==> src/rtl/alu_pkg.sv <==
// Shared ALU control encodings, legal-op check and arbiter state type
// for the ALU_64 arbiter slice.
package alu_pkg;

  localparam logic [3:0] ALU_AND = 4'b0000;
  localparam logic [3:0] ALU_OR  = 4'b0001;
  localparam logic [3:0] ALU_ADD = 4'b0010;
  localparam logic [3:0] ALU_SUB = 4'b0110;
  localparam logic [3:0] ALU_SLT = 4'b0111;

  typedef enum logic {
    IDLE = 1'b0,
    FULL = 1'b1
  } arb_state_t;

  function automatic logic is_legal_op(input logic [3:0] ctrl);
    return (ctrl == ALU_AND) || (ctrl == ALU_OR) || (ctrl == ALU_ADD) ||
           (ctrl == ALU_SUB) || (ctrl == ALU_SLT);
  endfunction

endpackage

==> src/rtl/alu_arbiter_if.sv <==
// Request/response bundle between the requesters, the result consumer and alu_arbiter.
interface alu_arbiter_if #(
  parameter int WIDTH  = 64,
  parameter int CTRL_W = 4
);
  logic [1:0]          req_valid;
  logic [1:0]          req_ready;
  logic [2*WIDTH-1:0]  req_a;
  logic [2*WIDTH-1:0]  req_b;
  logic [2*CTRL_W-1:0] req_ctrl;
  logic                rsp_valid;
  logic                rsp_ready;
  logic                rsp_id;
  logic [WIDTH-1:0]    rsp_out;
  logic                rsp_zero;
  logic                rsp_illegal;

  modport master (
    output req_valid, req_a, req_b, req_ctrl, rsp_ready,
    input  req_ready, rsp_valid, rsp_id, rsp_out, rsp_zero, rsp_illegal
  );

  modport slave (
    input  req_valid, req_a, req_b, req_ctrl, rsp_ready,
    output req_ready, rsp_valid, rsp_id, rsp_out, rsp_zero, rsp_illegal
  );
endinterface

==> src/rtl/ALU_64.sv <==
// Combinational 64-bit ALU: AND/OR/ADD/SUB/SLT; unknown controls yield zero outputs.
module ALU_64
  import alu_pkg::*;
#(
  parameter int WIDTH = 64
) (
  input  logic [3:0]       ALU_control,
  input  logic [WIDTH-1:0] A,
  input  logic [WIDTH-1:0] B,
  output logic [WIDTH-1:0] ALU_out,
  output logic             zero
);

  always_comb begin
    ALU_out = '0;
    zero    = 1'b0;
    case (ALU_control)
      ALU_AND: ALU_out = A & B;
      ALU_OR:  ALU_out = A | B;
      ALU_ADD: ALU_out = A + B;
      ALU_SUB: begin
        ALU_out = A - B;
        zero    = (A == B);
      end
      ALU_SLT: begin
        ALU_out[0] = $signed(A) < $signed(B);
        zero       = $signed(A) < $signed(B);
      end
      default: ;
    endcase
  end

endmodule

==> src/rtl/alu_arb_rr_picker.sv <==
// Two-way round-robin grant: under contention the requester other than 'last' wins.
module alu_arb_rr_picker (
  input  logic [1:0] valid,
  input  logic       last,
  output logic [1:0] grant,
  output logic       grant_id
);

  always_comb begin
    grant    = '0;
    grant_id = 1'b0;
    case (valid)
      2'b01: grant = 2'b01;
      2'b10: begin
        grant    = 2'b10;
        grant_id = 1'b1;
      end
      2'b11: begin
        if (last) begin
          grant = 2'b01;
        end else begin
          grant    = 2'b10;
          grant_id = 1'b1;
        end
      end
      default: ;
    endcase
  end

endmodule

==> src/rtl/alu_arbiter.sv <==
// Round-robin arbiter sharing one ALU_64 between two requesters with a one-entry result buffer.
// Optional perf counters enabled by defining ALU_ARB_PERF_EN.
module alu_arbiter
  import alu_pkg::*;
#(
  parameter int WIDTH  = 64,
  parameter int CTRL_W = 4
) (
  input  logic clk,
  input  logic reset,
  alu_arbiter_if.slave bus
`ifdef ALU_ARB_PERF_EN
  ,
  output logic [31:0] perf_grant0,
  output logic [31:0] perf_grant1,
  output logic [31:0] perf_stall
`endif
);

  arb_state_t       state;
  logic             last;
  logic [1:0]       grant;
  logic             grant_id;
  logic             can_accept;
  logic             accept;
  logic [WIDTH-1:0] sel_a;
  logic [WIDTH-1:0] sel_b;
  logic [CTRL_W-1:0] sel_ctrl;
  logic [WIDTH-1:0] alu_out;
  logic             alu_zero;
  logic             sel_illegal;

  logic             rsp_valid_q;
  logic             rsp_id_q;
  logic [WIDTH-1:0] rsp_out_q;
  logic             rsp_zero_q;
  logic             rsp_illegal_q;

  alu_arb_rr_picker u_picker (
    .valid    (bus.req_valid),
    .last     (last),
    .grant    (grant),
    .grant_id (grant_id)
  );

  // Reset gates acceptance so nothing is handed out while the buffer is being cleared.
  always_comb begin
    can_accept    = !reset && ((state == IDLE) || bus.rsp_ready);
    bus.req_ready = can_accept ? grant : 2'b00;
    accept        = |(bus.req_valid & bus.req_ready);
  end

  always_comb begin
    sel_a    = '0;
    sel_b    = '0;
    sel_ctrl = '0;
    if (|grant) begin
      sel_a    = bus.req_a[grant_id*WIDTH +: WIDTH];
      sel_b    = bus.req_b[grant_id*WIDTH +: WIDTH];
      sel_ctrl = bus.req_ctrl[grant_id*CTRL_W +: CTRL_W];
    end
    sel_illegal = !is_legal_op(sel_ctrl);
  end

  ALU_64 #(.WIDTH(WIDTH)) u_alu (
    .ALU_control (sel_ctrl),
    .A           (sel_a),
    .B           (sel_b),
    .ALU_out     (alu_out),
    .zero        (alu_zero)
  );

  always_ff @(posedge clk) begin
    if (reset) begin
      state         <= IDLE;
      last          <= 1'b1;
      rsp_valid_q   <= 1'b0;
      rsp_id_q      <= 1'b0;
      rsp_out_q     <= '0;
      rsp_zero_q    <= 1'b0;
      rsp_illegal_q <= 1'b0;
    end else if (accept) begin
      // Covers both IDLE fill and FULL overwrite when the consumer drains this cycle.
      state         <= FULL;
      last          <= grant_id;
      rsp_valid_q   <= 1'b1;
      rsp_id_q      <= grant_id;
      rsp_out_q     <= alu_out;
      rsp_zero_q    <= alu_zero;
      rsp_illegal_q <= sel_illegal;
    end else if (state == FULL && bus.rsp_ready) begin
      state       <= IDLE;
      rsp_valid_q <= 1'b0;
    end
  end

  assign bus.rsp_valid   = rsp_valid_q;
  assign bus.rsp_id      = rsp_id_q;
  assign bus.rsp_out     = rsp_out_q;
  assign bus.rsp_zero    = rsp_zero_q;
  assign bus.rsp_illegal = rsp_illegal_q;

`ifdef ALU_ARB_PERF_EN
  always_ff @(posedge clk) begin
    if (reset) begin
      perf_grant0 <= '0;
      perf_grant1 <= '0;
      perf_stall  <= '0;
    end else begin
      if (accept && !grant_id && perf_grant0 != '1) perf_grant0 <= perf_grant0 + 32'd1;
      if (accept && grant_id && perf_grant1 != '1)  perf_grant1 <= perf_grant1 + 32'd1;
      if (state == FULL && !bus.rsp_ready && |bus.req_valid && perf_stall != '1)
        perf_stall <= perf_stall + 32'd1;
    end
  end
`endif

endmodule

==> src/flat_wrapper.sv <==
// flat-port wrapper written by rule: the top's interface ports become plain ports
module alu_arbiter_flat import alu_pkg::*;
#(
  parameter int WIDTH  = 64,
  parameter int CTRL_W = 4
)
  (clk, reset, bus_req_valid, bus_req_a, bus_req_b, bus_req_ctrl, bus_rsp_ready, bus_req_ready, bus_rsp_valid, bus_rsp_id, bus_rsp_out, bus_rsp_zero, bus_rsp_illegal);
  alu_arbiter_if #(.WIDTH(WIDTH), .CTRL_W(CTRL_W)) bus_i ();
  input  logic clk;
  input  logic reset;
  input wire logic [$bits(bus_i.req_valid)-1:0] bus_req_valid;
  input wire logic [$bits(bus_i.req_a)-1:0] bus_req_a;
  input wire logic [$bits(bus_i.req_b)-1:0] bus_req_b;
  input wire logic [$bits(bus_i.req_ctrl)-1:0] bus_req_ctrl;
  input wire logic [$bits(bus_i.rsp_ready)-1:0] bus_rsp_ready;
  output wire logic [$bits(bus_i.req_ready)-1:0] bus_req_ready;
  output wire logic [$bits(bus_i.rsp_valid)-1:0] bus_rsp_valid;
  output wire logic [$bits(bus_i.rsp_id)-1:0] bus_rsp_id;
  output wire logic [$bits(bus_i.rsp_out)-1:0] bus_rsp_out;
  output wire logic [$bits(bus_i.rsp_zero)-1:0] bus_rsp_zero;
  output wire logic [$bits(bus_i.rsp_illegal)-1:0] bus_rsp_illegal;
  assign bus_i.req_valid = bus_req_valid;
  assign bus_i.req_a = bus_req_a;
  assign bus_i.req_b = bus_req_b;
  assign bus_i.req_ctrl = bus_req_ctrl;
  assign bus_i.rsp_ready = bus_rsp_ready;
  assign bus_req_ready = bus_i.req_ready;
  assign bus_rsp_valid = bus_i.rsp_valid;
  assign bus_rsp_id = bus_i.rsp_id;
  assign bus_rsp_out = bus_i.rsp_out;
  assign bus_rsp_zero = bus_i.rsp_zero;
  assign bus_rsp_illegal = bus_i.rsp_illegal;
  alu_arbiter #(.WIDTH(WIDTH), .CTRL_W(CTRL_W)) u_core (.clk(clk), .reset(reset), .bus(bus_i));
endmodule
==> config.mk <==
export PLATFORM = sky130hd
export DESIGN_NAME = alu_arbiter_flat
export DESIGN_NICKNAME = d
export VERILOG_FILES = /design/src/rtl/alu_pkg.sv /design/src/rtl/alu_arbiter_if.sv /design/src/rtl/ALU_64.sv /design/src/rtl/alu_arb_rr_picker.sv /design/src/rtl/alu_arbiter.sv /design/src/flat_wrapper.sv
export SDC_FILE = /design/constraint.sdc
export NUM_CORES = 1
export LEC_CHECK = 0
export BUFFER_PORTS_ARGS = -buffer_cell sky130_fd_sc_hd__buf_2
export CAP_MARGIN = 5
export CELL_PAD_IN_SITES_DETAIL_PLACEMENT = 0
export CELL_PAD_IN_SITES_GLOBAL_PLACEMENT = 1
export CORE_MARGIN = 2
export CORE_UTILIZATION = 43
export DETAILED_ROUTE_END_ITERATION = 10
export PLACE_DENSITY_LB_ADDON = 0.1
export SETUP_SLACK_MARGIN = 0.5
export SYNTH_ARGS = -nofsm -noshare
export SYNTH_HDL_FRONTEND = slang
export SYNTH_SLANG_ARGS = --single-unit
==> constraint.sdc <==
create_clock -name clk -period 16.1 [get_ports clk]
set_input_delay 2.415 -clock clk [delete_from_list [all_inputs] [get_ports clk]]
set_output_delay 2.415 -clock clk [all_outputs]
set_load 0.02 [all_outputs]
# Yosys cells after proc, flatten, opt, wreduce, memory -nomap -nowiden
# Cells that the tools add are included.
# totals
ff_bits	69
latchBits	0
ramBits	0
romBits	0
inputBits	269
out_inout_bits	70
word_cells	50
mem_count	0
# classes
n_addsub	2
n_mul	0
n_div	0
magnitude_cmp	1
n_eq_ne	8
n_shift	3
muxes	13
bitwise_logic	4
n_reduce_logical	13
# ops
cell	n
indexed part select 128 x 8 -> 64 bit	2
case mux 63 bit (4 select lines)	1
2-to-1 mux 64 bit	2
adder 64 bit	1
AND 64 bit	1
== test 64 bit	1
< comparator 64 bit	1
bitwise OR 64 bit	1
subtractor 64 bit	1
== test 4 x 3 -> 1 bit, second input constant	2
indexed part select 8 x 4 -> 4 bit	1
case mux 2 bit (3 select lines)	1
logical OR 1 bit	5
case mux 1 bit (5 select lines)	1
== test 2 bit, second input constant	2
== test 4 x 1 -> 1 bit, second input constant	1
== test 4 x 2 -> 1 bit, second input constant	1
logical NOT 4 bit	1
2-to-1 mux 2 bit	2
2-to-1 mux 4 bit	1
case mux 1 bit (2 select lines)	2
OR reduction 2 bit	2
2-to-1 mux 1 bit	3
AND 2 bit	1
other kinds (5)	7

# Depth between registers and ports, before layout
# Gate-level depths: netlist (run 1).
# depth
depth_word	10
ltp_mapped	21

# Cells and area by module
# From an unflattened synthesis (run 1), not the netlist that was laid out.
# hier_totals
hier_cells	2153
area_unflattened_um2	14212.4
# modules_own_cells
mod	n_inst	cells_each	area_each_um2
ALU_64	1	1548	9808.2
alu_arbiter	1	601	4377.9
alu_arb_rr_picker	1	4	26.3

# Worst setup path before layout (run 1)
# Ideal clock, no wire load.
# synth_timing
kind	in2reg
from	input port bus_req_valid[1]
to	register u_core.rsp_out_q[62], in the netlist u_core.bus.rsp_out[62]
setup_ns	0.079
arrival_time_ns	6.740
t_required_ns	16.021
slack_ns	9.281
cell_stages	20
n_path_buf	5
cell_sequence	nand2b_1 > and2_1 > buf_2 > clkbuf_1 > clkbuf_1 > buf_1 > a22oi_1 > ha_1 > clkbuf_1 > nor4_2 > nor3b_2 > o311a_1 > o31ai_1 > or2_2 > a21oi_4 > a31oi_2 > o31a_1 > o21a_1 > or4_1 > o211ai_1
# synth_via
elab_chain_cells	6
elab_cells_between_ends	24
cone_classes	add/sub: 2; eq/ne: 6; shift: 3; mux: 7; bitwise: 3; reduce/logical: 3
# synth_rtl
element	line_no	rtl
start: declaration	flat_wrapper.sv:11	input wire logic [$bits(bus_i.req_valid)-1:0] bus_req_valid;
== test 2 bit / == test 2 x 1 -> 1 bit (equally long branches)	alu_arb_rr_picker.sv:12	case (valid)
case mux 1 bit (2 select lines) / case mux 2 bit (3 select lines) (equally long branches)	alu_arb_rr_picker.sv:12	
indexed part select 128 x 8 -> 64 bit, or another cell as far along	alu_arbiter.sv:58	sel_a = bus.req_a[grant_id*WIDTH +: WIDTH];
2-to-1 mux 64 bit / 2-to-1 mux 4 bit (equally long branches)	alu_arbiter.sv:57	if (|grant) begin
subtractor 64 bit, or another cell as far along	ALU_64.sv:22	ALU_out = A - B;
case mux 63 bit (4 select lines)	ALU_64.sv:17	case (ALU_control)
end signal: assignment	alu_arbiter.sv:88	rsp_out_q <= alu_out;
end: declaration	alu_arbiter.sv:35	logic [WIDTH-1:0] rsp_out_q;
# Parallel ways exist; a longest one is shown, timed or not.
# A chain may end at the register's enable or synchronous reset.

# Worst setup path after layout (run 1)
# Ends and elaborated chain as after synthesis.

==> impl_metrics.py, run 1 <==
metrics = {
    "detailed_routing": {
        "avgRoutedWirePerCell_um": 22.8,
        "routed-wl-met2_um": 28600,
        "vias": 17377,
        "maxUsedRoutingLayer": "met4",
        "postRouteAntennaNets": 0,
        "wl_met3_um": 5230,
        "wl_um": 62600,
        "vias_per_cell": 6.33,
        "post-route-drc-count": 0,
        "first_iter_violations": 1665,
        "first_pass_iters": 6,
        "met1_length_um": 26800,
    },
    "power_and_ir_drop": {
        "ir_worst_vdd_uv": 55.7,
        "leakage_nw": 7.59,
        "pwr_density_cell_nw_per_um2": 72.4,
    },
    "clock_network": {
        "post-cts-setup-buffers": 0,
        "cts.path.max_buffers": 2,
        "insertion_delay_ns": 0.38,
        "h-tree-depth": 3,
        "cts-hold-fix-buffers": 0,
        "clock-root-buffer": "clkbuf_16",
        "cts_tree": "built",
        "clkSinkCount": 69,
        "cts_made_buffers": 9,
        "cts_resized": 0,
        "cts.clk_slew.worst_paths_ns": 0.07,
    },
    "setup_path": {
        "slowest_stage": "nor3_1",
        "critical_path_class": "primary input to register",
        "crit_top_cell": "a21oi_1",
        "cp_num_buf_inv": 2,
        "critical_path.cell_chain": "buf_2 -> nand2b_1 -> and2_4 -> buf_4 -> a22oi_1 -> ha_1 -> nand4b_1 -> nor3_1 -> and2_1 -> nor4b_1 -> nor4_1 -> o21ai_1 -> a21oi_1 -> o41ai_1 -> a21oi_1 -> or4_1 -> o211ai_1",
        "r2r_start": "u_core.last",
        "cp_top_family": "simple AND/OR/NAND/NOR gates",
        "required_ns": 16.40,
        "cp-end-kind": "register",
        "worstReg2RegEnd": "u_core.bus.rsp_out[62]",
        "critPathLaunchType": "primary input",
        "timing.reg2reg.setup_slack_ns": 9.85,
        "r2r.worst_path.cells": 16,
        "max_stage_delay_ns": 0.73,
        "path_max_fanout": 61,
        "path_depth": 17,
        "crit_arrival_ns": 8.18,
    },
    "yosys": {
        "yosysUniqueCellTypes": 82,
        "synth_nets": 2537,
        "synth_top_area_frac": 0.172,
        "ys_async_sr_fraction": 0,
        "synth_edf_count": 0,
        "yosysSeqAreaShare": 0.0982,
        "yosys_warnings": 0,
        "syn_area_um2": 14100,
        "synth_top_cell_by_area": "ha_1",
        "synth.avg_cell_area_um2": 6.78,
        "synthTopCellsByArea": "ha_1 (17%), dfxtp_1 (9.8%), a21oi_1 (8.4%), a22oi_1 (7.7%), inv_1 (5.3%)",
        "synth-seq-cells": 69,
        "ys.flop_type": "dfxtp_1",
        "synth_cells": 2073,
    },
    "layout": {
        "nets": 2764,
        "n_antenna_cell": 0,
        "seq_area_um2": 1380,
        "nFillCells": 3397,
        "multi_input_area_um2": 11400,
        "layout-drive-gt1-share": 0.176,
        "area_growth_pct": 15.6,
        "fin_area_um2": 16300,
    },
    "placed_design": {
        "dp_slack_ns": 8.00,
        "portBuffers": 338,
        "post_dp_cell_area_um2": 16000,
        "place.gp.congestion": 0.977,
        "post-dp-hpwl_um": 47300,
    },
    "die": {
        "initial_core_util": 0.434,
        "ios": 339,
        "die_w_um": 185,
        "core_region_area_um2": 32400,
        "die_area_um2": 34200,
        "rows": 66,
        "die_y_um": 185,
    },
    "timing": {
        "worst_pin_slew_ns": 1.15,
        "final-setup-viol-count": 0,
        "worst_slack_ns": 8.23,
        "finClkSkew_ns": 0.00849,
        "finalCritPeriodShare": 0.489,
        "setup_tns_ns": 0,
        "finalHoldViolations": 0,
        "slew_violations": 0,
        "slew_headroom": 0.229,
        "fmax_ghz": 0.127,
        "rsz0062_at_grt": "no",
        "period_needed_ns": 7.87,
    },
    "run_status": {
        "outcome": "complete, no violations",
    },
    "min_path": {
        "hold_depth": 2,
        "min_path_type": "register to register",
        "hold_end": "u_core.bus.rsp_out[53]",
        "worstHoldStart": "u_core.bus.rsp_out[53]",
    },
    "global_route": {
        "antenna_found_initial": 0,
        "grt_pass1_vias": 15982,
        "grt_max_degree": 137,
        "grt.overflow.total": 0,
        "grt_pass1_wl_um": 92600,
        "grt_use_total": 0.353,
    },
    "job": {
        "drv_cap": 0,
    },
}
## cells in the mapped netlist, types with 10 or more instances
master	number
clkbuf_1	125
o21ai_0	109
or3_1	10
a21o_1	25
dfxtp_1	69
and2_1	16
o221ai_1	16
o211ai_1	25
nand2b_1	19
a31oi_1	15
nand2_1	131
a22o_1	10
a221o_1	14
xnor2_1	28
nor2b_1	21
o22ai_1	20
nor3_1	36
a22oi_1	144
o21a_1	16
nand3_1	32
inv_1	197
o21bai_1	40
a211oi_1	64
nor2_1	191
ha_1	193
a21oi_1	235
a221oi_1	20
buf_1	12
a211o_1	11
nand4_1	18
o31ai_1	22
nor4_1	19
## logic make-up (layout without fill, tap and decap cells)
group,count (synthesis),after routing,share of synthesized area
AO/OA/AOI/OAI,894,894,0.431
XOR/XNOR,32,32,0.0199
adder cells (fa/ha/maj),195,195,0.175
buffers and inverters,341,573,0.0917
flip-flops,69,69,0.0982
multiplexers,8,8,0.00569
AND/OR/NAND/NOR,534,534,0.179
## routing by layer
layer | track usage | vias to the layer above
met2 | 0.581 | 877
met5 | 0 | -
met4 | 0.127 | 0
li1 | - | 8129
met1 | 0.465 | 8264
met3 | 0.0588 | 107
## worst max path at each step
stage / end / slack, ns / startpoint
floorplan: u_core.bus.rsp_out[62] / 9.28 / bus_req_valid[1]
global placement: u_core.bus.rsp_out[62] / 8.24 / bus_req_valid[1]
detailed placement: u_core.bus.rsp_out[62] / 8.00 / bus_req_valid[1]
CTS: u_core.bus.rsp_out[62] / 8.38 / bus_req_valid[1]
global route: u_core.bus.rsp_out[62] / 7.93 / bus_req_valid[1]
finish: u_core.bus.rsp_out[62] / 8.23 / bus_req_valid[1]
## worst min-delay path: stages (launching register included)
cell and delay, ns:
dfxtp_1 0.32, nand2_1 0.05, o21ai_0 0.05
## metrics by stage
stage	utilization	cells	hold slack [ns]	total power, mW
after floorplan	-	2073	0.471	0.709
after global placement	0.494	2731	0.433	0.946
after detailed placement	0.494	2731	0.440	0.948
after CTS	0.502	2747	0.453	1.16
after global routing	0.502	2747	0.472	1.25
final	0.502	2747	0.452	1.18
## layout by cell type, fill, tap and decap left out, types with 17 or more instances in the layout
cell	n
buf_2	338
a21oi_1	235
inv_1	197
ha_1	193
nor2_1	189
a22oi_1	143
nand2_1	130
o21ai_0	109
dfxtp_1	69
a211oi_1	63
o21bai_1	40
nor3_1	35
nand3_1	32
xnor2_1	28
a21o_1	25
o211ai_1	25
o31ai_1	22
nor2b_1	21
a221oi_1	20
o22ai_1	20
nand2b_1	19
nor4_1	19
nand4_1	18
buf_4	17
## layout make-up
type                            count  share of cell area
Multi-Input combinational cell   1663               0.704
Clock inverter                      4             0.00139
Clock buffer                       12              0.0158
Inverter                          201              0.0464
Tap cell                          442              0.0340
Sequential cell                    69              0.0850
Timing Repair Buffer              356               0.113
## registers in the layout, indices dropped and copies added (netlist names)
name and count:
u_core.state 1, u_core.last 1, u_core.bus.rsp_illegal 1, u_core.bus.rsp_out 64, u_core.bus.rsp_zero 1, u_core.bus.rsp_id 1
## where the power goes
group	switching, mW	total (mW)	internal, mW
Combinational	0.517	0.780	0.263
Clock	0.0964	0.209	0.112
Sequential	0.00671	0.188	0.181
Total	0.620	1.18	0.557
(Power assumes the default switching activity.)
==> run 2: changes to the inputs <==
--- a/config.mk
+++ b/config.mk
@@ -5,12 +5,13 @@
 export SDC_FILE = /design/constraint.sdc
 export NUM_CORES = 1
 export LEC_CHECK = 0
+export ABC_AREA = 1
 export BUFFER_PORTS_ARGS = -buffer_cell sky130_fd_sc_hd__buf_2
 export CAP_MARGIN = 5
 export CELL_PAD_IN_SITES_DETAIL_PLACEMENT = 0
 export CELL_PAD_IN_SITES_GLOBAL_PLACEMENT = 1
 export CORE_MARGIN = 2
-export CORE_UTILIZATION = 43
+export CORE_UTILIZATION = 38
 export DETAILED_ROUTE_END_ITERATION = 10
 export PLACE_DENSITY_LB_ADDON = 0.1
 export SETUP_SLACK_MARGIN = 0.5
==> constraint.sdc (replaced) <==
create_clock -name clk -period 8.1 [get_ports clk]
set_input_delay 1.215 -clock clk [delete_from_list [all_inputs] [get_ports clk]]
set_output_delay 1.215 -clock clk [all_outputs]
set_load 0.02 [all_outputs]
==> run 2 against run 1 <==
  * Clock power increased by 130%
  * Die area rose by 33%
  * Combinational power grew to 2.6 times the previous value
  * Critical path depth grew 6
  * Utilization decreased by 6.0 points
  * Cell count increased by 47%
  * Flip-flop and latch count did not move
  * Count of clock-buffer cells in the layout down 2
  * Worst setup slack worse by 6.4 ns
  * Worst hold slack better by 0.0088 ns
  * Sequential power grew 99%
  * Largest power group unchanged
  * Highest routed layer unchanged
==> impl_metrics.py, run 2 <==
metrics = {
    "power_and_ir_drop": {
        "pwr_density_cell_nw_per_um2": 151,
        "ir_worst_vdd_uv": 101,
        "leakage_nw": 10.0,
        "power.total_mw": 2.89,
    },
    "clock_network": {
        "clkSinkCount": 69,
        "post-cts-setup-buffers": 0,
        "h-tree-depth": 3,
        "cts.clk_slew.worst_paths_ns": 0.06,
        "cts_tree": "built",
        "clock-root-buffer": "clkbuf_16",
        "cts.path.max_buffers": 2,
        "insertion_delay_ns": 0.41,
        "cts_made_buffers": 9,
        "cts_resized": 0,
        "cts-hold-fix-buffers": 0,
    },
    "run_status": {
        "outcome": "complete, no violations",
    },
    "yosys": {
        "synth-seq-cells": 69,
        "ys_async_sr_fraction": 0,
        "yosysSeqAreaShare": 0.0831,
        "synth_edf_count": 0,
        "yosysUniqueCellTypes": 45,
        "synthTopCellsByArea": "nand2_1 (20%), ha_1 (15%), inv_1 (11%), o21ai_0 (9.8%), a21oi_1 (8.3%)",
        "synth_nets": 3648,
        "synth.avg_cell_area_um2": 5.22,
        "synth_common_cells": "nand2_1 (876), inv_1 (507), nor2_1 (338)",
        "ys.flop_type": "dfxtp_1",
        "synth_top_area_frac": 0.198,
        "yosysMostFrequentCell": "nand2_1",
        "synth_cells": 3184,
        "synth_top_cell_by_area": "nand2_1",
        "yosys_warnings": 0,
        "syn_area_um2": 16600,
    },
    "detailed_routing": {
        "vias": 23101,
        "post-route-drc-count": 0,
        "postRouteAntennaNets": 0,
        "avgRoutedWirePerCell_um": 23.1,
        "first_iter_violations": 3181,
        "first_pass_iters": 6,
        "vias_per_cell": 5.74,
        "wl_um": 93200,
    },
    "placed_design": {
        "dp_slack_ns": 1.68,
        "post_dp_cell_area_um2": 18700,
        "post-dp-hpwl_um": 78100,
        "place.gp.congestion": 1.14,
        "placed_cells": 4009,
        "portBuffers": 338,
    },
    "layout": {
        "nFillCells": 4975,
        "layout_commonest_cell": "nand2_1",
        "area_growth_pct": 14.7,
        "final_cell_mix": "nand2_1 (876), inv_1 (506), nor2_1 (337), buf_2 (337), o21ai_0 (325)",
        "fin_cells": 4028,
        "nets": 3900,
        "fin_util": 0.442,
        "largest_reg_flops": 64,
        "layout-drive-gt1-share": 0.115,
        "fin_area_um2": 19100,
    },
    "setup_path": {
        "r2r.worst_path.cells": 23,
        "worstReg2RegEnd": "u_core.bus.rsp_out[58]",
        "crit_top_cell": "nand2_1",
        "cp-end-kind": "register",
        "required_ns": 8.41,
        "cp_num_buf_inv": 6,
        "timing.reg2reg.setup_slack_ns": 2.48,
        "path_max_fanout": 58,
        "critical_path_class": "primary input to register",
        "slowest_stage": "o21ai_0",
        "critPathLaunchType": "primary input",
        "max_stage_delay_ns": 0.75,
        "crit_arrival_ns": 6.59,
        "cp_top_family": "compound AO/OA/AOI/OAI gates",
        "r2r_start": "u_core.last",
        "critical_path.cell_chain": "buf_4 -> nand2_2 -> clkinv_2 -> buf_4 -> o21ai_0 -> ha_1 -> a21oi_1 -> nand2_1 -> nand2_1 -> nand2_1 -> a21oi_1 -> inv_1 -> a21oi_1 -> inv_1 -> nand2_1 -> nand2_1 -> nand2_1 -> nand3_1 -> nand2_1 -> inv_1 -> nand2_1 -> nand2_1 -> a21oi_1",
    },
    "timing": {
        "setup_tns_ns": 0,
        "holdWs_ns": 0.461,
        "finClkSkew_ns": 0.0200,
        "worst_slack_ns": 1.83,
        "worst_pin_slew_ns": 1.24,
        "period_needed_ns": 6.27,
        "rsz0062_at_grt": "no",
        "fmax_ghz": 0.159,
        "finalHoldViolations": 0,
        "finalCritPeriodShare": 0.774,
        "slew_violations": 0,
        "slew_headroom": 0.168,
        "final-setup-viol-count": 0,
    },
    "die": {
        "initial_core_util": 0.385,
        "ios": 339,
        "die_y_um": 213,
        "die_w_um": 213,
        "rows": 76,
        "core_region_area_um2": 43200,
        "die_area_um2": 45400,
    },
    "global_route": {
        "antenna_found_initial": 6,
        "grt_pass1_wl_um": 132000,
        "grt_max_degree": 68,
        "grt_pass1_vias": 20994,
        "grt.overflow.total": 0,
        "grt_use_total": 0.400,
    },
    "min_path": {
        "hold_depth": 2,
        "hold_end": "u_core.bus.rsp_out[38]",
        "min_path_type": "register to register",
        "worstHoldStart": "u_core.bus.rsp_out[38]",
    },
    "job": {
        "drv_cap": 0,
    },
}
-- run 2: cell count changes in the layout (fill, tap and decap cells not counted), moves of 24 or more --
cell and change:
a211oi_1 -58, nand2_1 +746, nand4_1 +24, xnor2_1 -27
o21ai_0 +216, nor2_1 +148, inv_1 +309, nand3_1 +178
a22oi_1 -143, a21oi_1 +42
-- run 2: power breakdown --
| group | switching (mW) | leakage [nW] | internal, mW |
|---|---|---|---|
| Combinational | 1.49 | 9.30 | 0.543 |
| Sequential | 0.0153 | 0.560 | 0.360 |
| Clock | 0.208 | 0.156 | 0.270 |
| Total | 1.71 | 10.0 | 1.17 |
-- run 2: routing by layer --
layer	up-vias	track usage	share of wire
li1	10725	-	-
met1	10722	0.562	0.43
met2	1488	0.588	0.40
met3	166	0.105	0.13
met4	0	0.131	0.034
met5	-	0	0
-- run 2: kinds of logic after synthesis --
group / share of synthesized area
DFF: 0.0831
adders and majority gates: 0.148
and+or+nand+nor: 0.378
buffers and inverters: 0.146
xor gates and xnor gates: 0.00527
AOI/OAI and AO/OA: 0.240
-- run 2: worst min-delay path, delay by kind of cell (launching register included) --
| family | cells | cell delay (ns) |
|---|---|---|
| AO/OA/AOI/OAI | 1 | 0.05 |
| flip-flops | 1 | 0.31 |
| AND/OR/NAND/NOR | 1 | 0.06 |
-- run 2: worst max path at each step --
| stage | startpoint | end | cells after the start |
|---|---|---|---|
| after detailed placement | bus_req_valid[1] | u_core.bus.rsp_out[58] | 23 |
| after floorplan | bus_req_valid[1] | u_core.bus.rsp_out[58] | 28 |
| after global placement | bus_req_valid[1] | u_core.bus.rsp_out[58] | 23 |
| final | bus_req_valid[1] | u_core.bus.rsp_out[58] | 23 |
| after global routing | bus_req_valid[1] | u_core.bus.rsp_out[58] | 25 |
| after CTS | bus_req_valid[1] | u_core.bus.rsp_out[58] | 23 |
-- run 2: final cells by class --
class                   count  area [um^2]  area share
multi-input cells        2484        12800       0.673
repair buffers            359         1880      0.0984
well taps                 585          732      0.0384
diodes                      2         5.00    0.000262
clock inverters             6         87.6     0.00459
inverters                 513         1930       0.101
clock buffers              10          229      0.0120
flip-flops and latches     69         1380      0.0724
